[config.mk]
export PLATFORM = sky130hd
export DESIGN_NAME = demo_all_bus_arbiter
export DESIGN_NICKNAME = d
export VERILOG_FILES = /design/src/rtl/demo_all_bus_arbiter.sv
export SDC_FILE = /design/constraint.sdc
export NUM_CORES = 1
export LEC_CHECK = 0
export CAP_MARGIN = 20
export CORE_MARGIN = 2
export CORE_UTILIZATION = 45
export CTS_BUF_LIST = sky130_fd_sc_hd__clkbuf_4 sky130_fd_sc_hd__clkbuf_8
export CTS_CLUSTER_DIAMETER = 80
export DETAILED_ROUTE_END_ITERATION = 10
export DONT_BUFFER_PORTS = 1
export GPL_ROUTABILITY_DRIVEN = 0
export GPL_TIMING_DRIVEN = 0
export PLACE_DENSITY = 0.64
export SETUP_SLACK_MARGIN = 0.1
export SLEW_MARGIN = 10
export SYNTH_ARGS = -nofsm -noshare
export SYNTH_HDL_FRONTEND = slang
export SYNTH_SLANG_ARGS = --single-unit
[constraint.sdc]
create_clock -name clk_i -period 3.5 [get_ports clk_i]
set_input_delay 0.175 -clock clk_i [delete_from_list [all_inputs] [get_ports clk_i]]
set_output_delay 0.175 -clock clk_i [all_outputs]
set_load 0.01 [all_outputs]
[src/rtl/demo_all_bus_arbiter.sv]
// Two-master classic Wishbone arbiter in front of the demo_all register map.
// Round-robin grant, local rejection of bad addresses, and a slave-wait timeout.
module demo_all_bus_arbiter #(
  parameter int ADDR_WIDTH = 14,
  parameter int MAP_SIZE   = 8448,
  parameter int TIMEOUT    = 256
) (
  input  logic                  clk_i,
  input  logic                  rst_i,
  input  logic                  m0_cyc_i,
  input  logic                  m0_stb_i,
  input  logic                  m0_we_i,
  input  logic [ADDR_WIDTH-1:0] m0_adr_i,
  input  logic [3:0]            m0_sel_i,
  input  logic [31:0]           m0_dat_i,
  output logic                  m0_ack_o,
  output logic                  m0_err_o,
  output logic [31:0]           m0_dat_o,
  input  logic                  m1_cyc_i,
  input  logic                  m1_stb_i,
  input  logic                  m1_we_i,
  input  logic [ADDR_WIDTH-1:0] m1_adr_i,
  input  logic [3:0]            m1_sel_i,
  input  logic [31:0]           m1_dat_i,
  output logic                  m1_ack_o,
  output logic                  m1_err_o,
  output logic [31:0]           m1_dat_o,
  output logic                  s_cyc_o,
  output logic                  s_stb_o,
  output logic                  s_we_o,
  output logic [ADDR_WIDTH-1:0] s_adr_o,
  output logic [3:0]            s_sel_o,
  output logic [31:0]           s_dat_o,
  input  logic                  s_ack_i,
  input  logic                  s_err_i,
  input  logic [31:0]           s_dat_i,
  output logic                  grant_o,
  output logic                  timeout_o
);

  localparam int CW = $clog2(TIMEOUT);
  localparam logic [CW-1:0] CNT_LAST = CW'(TIMEOUT - 1);
  localparam logic [ADDR_WIDTH:0] MAP_LIMIT = (ADDR_WIDTH + 1)'(MAP_SIZE);

  typedef enum logic [1:0] {
    IDLE = 2'd0,
    BUSY = 2'd1,
    RESP = 2'd2
  } state_e;

  state_e                state_q, state_d;
  logic                  grant_q, grant_d;
  logic                  lastGrant_q, lastGrant_d;
  logic                  sCyc_q, sCyc_d;
  logic                  sWe_q, sWe_d;
  logic [ADDR_WIDTH-1:0] sAdr_q, sAdr_d;
  logic [3:0]            sSel_q, sSel_d;
  logic [31:0]           sDat_q, sDat_d;
  logic [CW-1:0]         waitCnt_q, waitCnt_d;
  logic [1:0]            ack_q, ack_d;
  logic [1:0]            err_q, err_d;
  logic [31:0]           m0Rdata_q, m0Rdata_d;
  logic [31:0]           m1Rdata_q, m1Rdata_d;
  logic                  timeout_q, timeout_d;

  logic [1:0]            req;
  logic                  pick;
  logic                  pickWe;
  logic [ADDR_WIDTH-1:0] pickAdr;
  logic [3:0]            pickSel;
  logic [31:0]           pickDat;
  logic                  pickIllegal;
  logic                  grantedCyc;
  logic                  respAck;
  logic                  respErr;
  logic [31:0]           respData;

  // On a tie the master that was not served last wins, so neither can starve.
  assign req         = {m1_cyc_i & m1_stb_i, m0_cyc_i & m0_stb_i};
  assign pick        = (req == 2'b11) ? ~lastGrant_q : req[1];
  assign pickWe      = pick ? m1_we_i  : m0_we_i;
  assign pickAdr     = pick ? m1_adr_i : m0_adr_i;
  assign pickSel     = pick ? m1_sel_i : m0_sel_i;
  assign pickDat     = pick ? m1_dat_i : m0_dat_i;
  assign pickIllegal = ({1'b0, pickAdr} >= MAP_LIMIT) || (pickAdr[1:0] != 2'b00);
  assign grantedCyc  = grant_q ? m1_cyc_i : m0_cyc_i;

  always_comb begin
    state_d     = state_q;
    grant_d     = grant_q;
    lastGrant_d = lastGrant_q;
    sCyc_d      = sCyc_q;
    sWe_d       = sWe_q;
    sAdr_d      = sAdr_q;
    sSel_d      = sSel_q;
    sDat_d      = sDat_q;
    waitCnt_d   = waitCnt_q;
    timeout_d   = 1'b0;
    m0Rdata_d   = m0Rdata_q;
    m1Rdata_d   = m1Rdata_q;
    respAck     = 1'b0;
    respErr     = 1'b0;
    respData    = '0;

    unique case (state_q)
      IDLE: begin
        if (req != 2'b00) begin
          grant_d = pick;
          if (pickIllegal) begin
            respErr = 1'b1;
            state_d = RESP;
          end else begin
            sCyc_d    = 1'b1;
            sWe_d     = pickWe;
            sAdr_d    = pickAdr;
            sSel_d    = pickSel;
            sDat_d    = pickDat;
            waitCnt_d = '0;
            state_d   = BUSY;
          end
        end
      end
      BUSY: begin
        waitCnt_d = waitCnt_q + CW'(1);
        // A master walking away mid-access gets no response but still counts as served.
        if (!grantedCyc) begin
          sCyc_d      = 1'b0;
          lastGrant_d = grant_q;
          state_d     = IDLE;
        end else if (s_err_i) begin
          sCyc_d  = 1'b0;
          respErr = 1'b1;
          state_d = RESP;
        end else if (s_ack_i) begin
          sCyc_d   = 1'b0;
          respAck  = 1'b1;
          respData = s_dat_i;
          state_d  = RESP;
        end else if (waitCnt_q == CNT_LAST) begin
          sCyc_d    = 1'b0;
          respErr   = 1'b1;
          timeout_d = 1'b1;
          state_d   = RESP;
        end
      end
      RESP: begin
        lastGrant_d = grant_q;
        state_d     = IDLE;
      end
      default: state_d = IDLE;
    endcase

    if (respAck || respErr) begin
      if (grant_d) m1Rdata_d = respData;
      else         m0Rdata_d = respData;
    end
    ack_d = respAck ? (grant_d ? 2'b10 : 2'b01) : 2'b00;
    err_d = respErr ? (grant_d ? 2'b10 : 2'b01) : 2'b00;
  end

  always_ff @(posedge clk_i) begin
    if (rst_i) begin
      state_q     <= IDLE;
      grant_q     <= 1'b0;
      lastGrant_q <= 1'b1;
      sCyc_q      <= 1'b0;
      sWe_q       <= 1'b0;
      sAdr_q      <= '0;
      sSel_q      <= '0;
      sDat_q      <= '0;
      waitCnt_q   <= '0;
      ack_q       <= '0;
      err_q       <= '0;
      m0Rdata_q   <= '0;
      m1Rdata_q   <= '0;
      timeout_q   <= 1'b0;
    end else begin
      state_q     <= state_d;
      grant_q     <= grant_d;
      lastGrant_q <= lastGrant_d;
      sCyc_q      <= sCyc_d;
      sWe_q       <= sWe_d;
      sAdr_q      <= sAdr_d;
      sSel_q      <= sSel_d;
      sDat_q      <= sDat_d;
      waitCnt_q   <= waitCnt_d;
      ack_q       <= ack_d;
      err_q       <= err_d;
      m0Rdata_q   <= m0Rdata_d;
      m1Rdata_q   <= m1Rdata_d;
      timeout_q   <= timeout_d;
    end
  end

  assign m0_ack_o  = ack_q[0];
  assign m0_err_o  = err_q[0];
  assign m0_dat_o  = m0Rdata_q;
  assign m1_ack_o  = ack_q[1];
  assign m1_err_o  = err_q[1];
  assign m1_dat_o  = m1Rdata_q;
  assign s_cyc_o   = sCyc_q;
  assign s_stb_o   = sCyc_q;
  assign s_we_o    = sWe_q;
  assign s_adr_o   = sAdr_q;
  assign s_sel_o   = sSel_q;
  assign s_dat_o   = sDat_q;
  assign grant_o   = grant_q;
  assign timeout_o = timeout_q;

endmodule

==> qor.csv <==
metric,value,unit
status,"complete, no violations",
tritoncts.num_buffers,17,
cp_cell_sequence,nand3_1 > nand2_1 > clkbuf_1 > mux2i_1 > dlygate4sd3_1 > a211oi_1,
grt-ovfl-total,0,
num-fill-cells,986,
hold_violation_count_in_the_final_report,0,
clk-insertion-delay-late,0.45,ns
drt-pass1-iter-count,7,
die_h,114,µm
placed_cells_incl_taps,701,
remaining_drc_errors,0,
critical_path.n_buffers_inverters,2,
synth_seq_cells,133,
async_set_or_reset_register_ratio_after_synthesis,0,%
p_int,2.41,mW
final_antenna_net_count,0,
fin_worst_hold_slack,0.0194,ns
power_switching,0.844,mW
via_density,6.15,
total_power,3.25,mW
most_frequently_used_cell_type_in_the_post_synthesis_netlist,dfxtp_1,
ys_dominant_reg_cell,dfxtp_1,
crit_family,buffers and inverters,
port-buffer-count,0,
worst_vdd_ir,0.385,mV
path_clk_slew,0.07,ns
max_clock_freq,0.404,GHz
cts.htree.levels,4,
startpoint_type,register,
cts.sinks,133,
worst_hold_path.num_cells,2,
dp.final_hpwl,11.4,mm
fin_setup_tns,0,ns
flow.area_growth_from_synthesis,32.6,%
grt_antenna_before_repair,0,
synthesis.area,0.00540,mm²
synth_cell_types,47,
max-clock-path-buffers,2,
required,3.85,ns
min-delay-path-class,in -> reg,
diodes,0,
fin_nets,834,
rows,40,
first_iter_violations,420,
post-cts-setup-buffer-count,0,
fin_skew,0.00962,ns
critPathMaxFanout,10,
routed_wire_length_per_instance,21.0,µm
power_per_cell_area,454,mW/mm²
syn-mean-instance-area,9.75,µm²
critical_path.slowest_cell,dlygate4sd3_1,
cts_tree,yes,
setup_viol_count_final,0,
synthCells,554,
rrSetupSlack,1.02,ns
grt_pass1_wl,27.3,mm
die_w,114,µm
drv_slew,0,
fp.coreArea,0.0119,mm²
top_cells_by_instance_count_after_synthesis,"dfxtp_1 (133), nor2_1 (57), a211oi_1 (51), mux2i_1 (51), a21oi_1 (41)",
critical-path-max-stage-delay,0.63,ns
worstMarginPinSlew,0.746,ns
p_leak,2.73,nW
postCtsResizedCells,0,
clk_root_buffer_cell,clkbuf_8,
critPathCaptureType,register,
cts-hold-fix-buffers,115,
worst_r2r_endpoint,s_dat_o[25],
gr-usage-all-layers,27.3,%
initial_utilization,45.5,%
power.share.switching,26.0,%
netlist.top_cell.by_area,dfxtp_1,
timing.hold.worst.start,m0_sel_i[2],
drive_above_1_share,9.52,%
post-route-min-period,2.48,ns
reg2reg_depth,6,
fp.dieArea,0.0129,mm²
mappedNetlistNets,697,
slew_headroom,50.3,%
synth.area.top_cells,"dfxtp_1 (49%), mux2i_1 (9.5%), a211oi_1 (7.1%)",
pwr-share-comb,11.9,%
vias_in_the_first_global_route,5199,
post-synth-top-area-fraction,49.3,%
crit_type,reg -> reg,
design.portCount,265,
cap_violations,0,
synth_sequential_area_ratio,49.3,%
power.share.sequential,48.6,%
drt_wl_total,17.9,mm
grt_start_max_net_pins,17,
critical_path.reg2reg.startpoint,lastGrant_q,
hold-path-endpoint,s_sel_o[2],
setup_repair_after_global_routing_missed_its_margin,false,
stdcell_count,851,
final.period_utilization,70.7,%
share_clk_of_total_power,39.5,%
synth_warnings,0,
num_vias,5231,
critical_path_arrival,2.82,ns
synth_enable_flop_cells,0,
-- power groups by stage --
stage               logic, mW  clock network, mW  registers (mW)
CTS                     0.364               1.31            1.58
detailed placement      0.234                  0            1.61
floorplan               0.181                  0            1.60
global placement        0.227                  0            1.61
finish                  0.385               1.28            1.58
global route            0.414               1.37            1.58
-- stage by stage --
stage	area, µm²	setup slack (ns)	utilization (%)
2_1_floorplan	5400	1.69	-
3_3_place_gp	5580	1.40	47.1
3_5_place_dp	5580	1.37	47.1
4_1_cts	7130	1.12	60.1
5_1_grt	7160	0.881	60.4
6_report	7160	1.02	60.4
-- area by class of cell --
| type | count | area [µm²] | share of cell area, % |
|---|---|---|---|
| Sequential cell | 133 | 2660 | 37.2 |
| Multi-Input combinational cell | 371 | 2500 | 34.9 |
| Buffer | 47 | 224 | 3.13 |
| Tap cell | 147 | 184 | 2.57 |
| Clock buffer | 20 | 269 | 3.76 |
| Clock inverter | 12 | 129 | 1.80 |
| Timing Repair Buffer | 118 | 1180 | 16.5 |
| Inverter | 3 | 11.3 | 0.157 |
-- state kept, by name, summed over array words and instances, names as in the netlist, 2 cells and up --
signal     count
err_q          2
s_dat_o       32
m0_dat_o      32
m1_dat_o      32
waitCnt_q      8
state_q        2
s_sel_o        4
s_adr_o       14
ack_q          2
-- worst max path at each step --
| stage | startpoint | endpoint | depth (start not counted) |
|---|---|---|---|
| after floorplan | waitCnt_q[0] | m1_dat_o[0] | 7 |
| after global placement | waitCnt_q[0] | m1_dat_o[24] | 7 |
| after detailed placement | waitCnt_q[0] | m1_dat_o[1] | 7 |
| after CTS | lastGrant_q | s_adr_o[6] | 7 |
| after global routing | lastGrant_q | s_dat_o[25] | 6 |
| final | lastGrant_q | s_dat_o[25] | 6 |
-- cells by family after synthesis --
| group | count (synthesis) | synth area share (%) |
|---|---|---|
| AOI/OAI and AO/OA | 180 | 24.8 |
| xor gates and xnor gates | 1 | 0.162 |
| adders and majority gates | 1 | 0.232 |
| buffers and inverters | 50 | 4.36 |
| DFF | 133 | 49.3 |
| muxes | 52 | 9.73 |
| and+or+nand+nor | 137 | 11.4 |
-- layout by cell type (no fill, tap or decap), types with 5 or more instances in the layout --
cell type        n
dfxtp_1        133
dlygate4sd3_1  118
nor2_1          57
mux2i_1         51
a211oi_1        51
a21oi_1         41
nand2_1         40
a22o_1          32
a311oi_1        32
clkbuf_1        22
clkbuf_8        19
buf_2           17
buf_4            7
nor3_1           6
and2_1           5
nand3_1          5
o21ai_0          5
-- routing by layer --
metal,share of wire (%),vias to the layer above,global-route usage [%]
li1,-,2360,-
met1,38,2505,30.5
met2,50,290,45.6
met3,7.8,76,8.66
met4,4.8,0,16.2
met5,0,-,0
No activity file was read; power rests on OpenSTA's default activity.
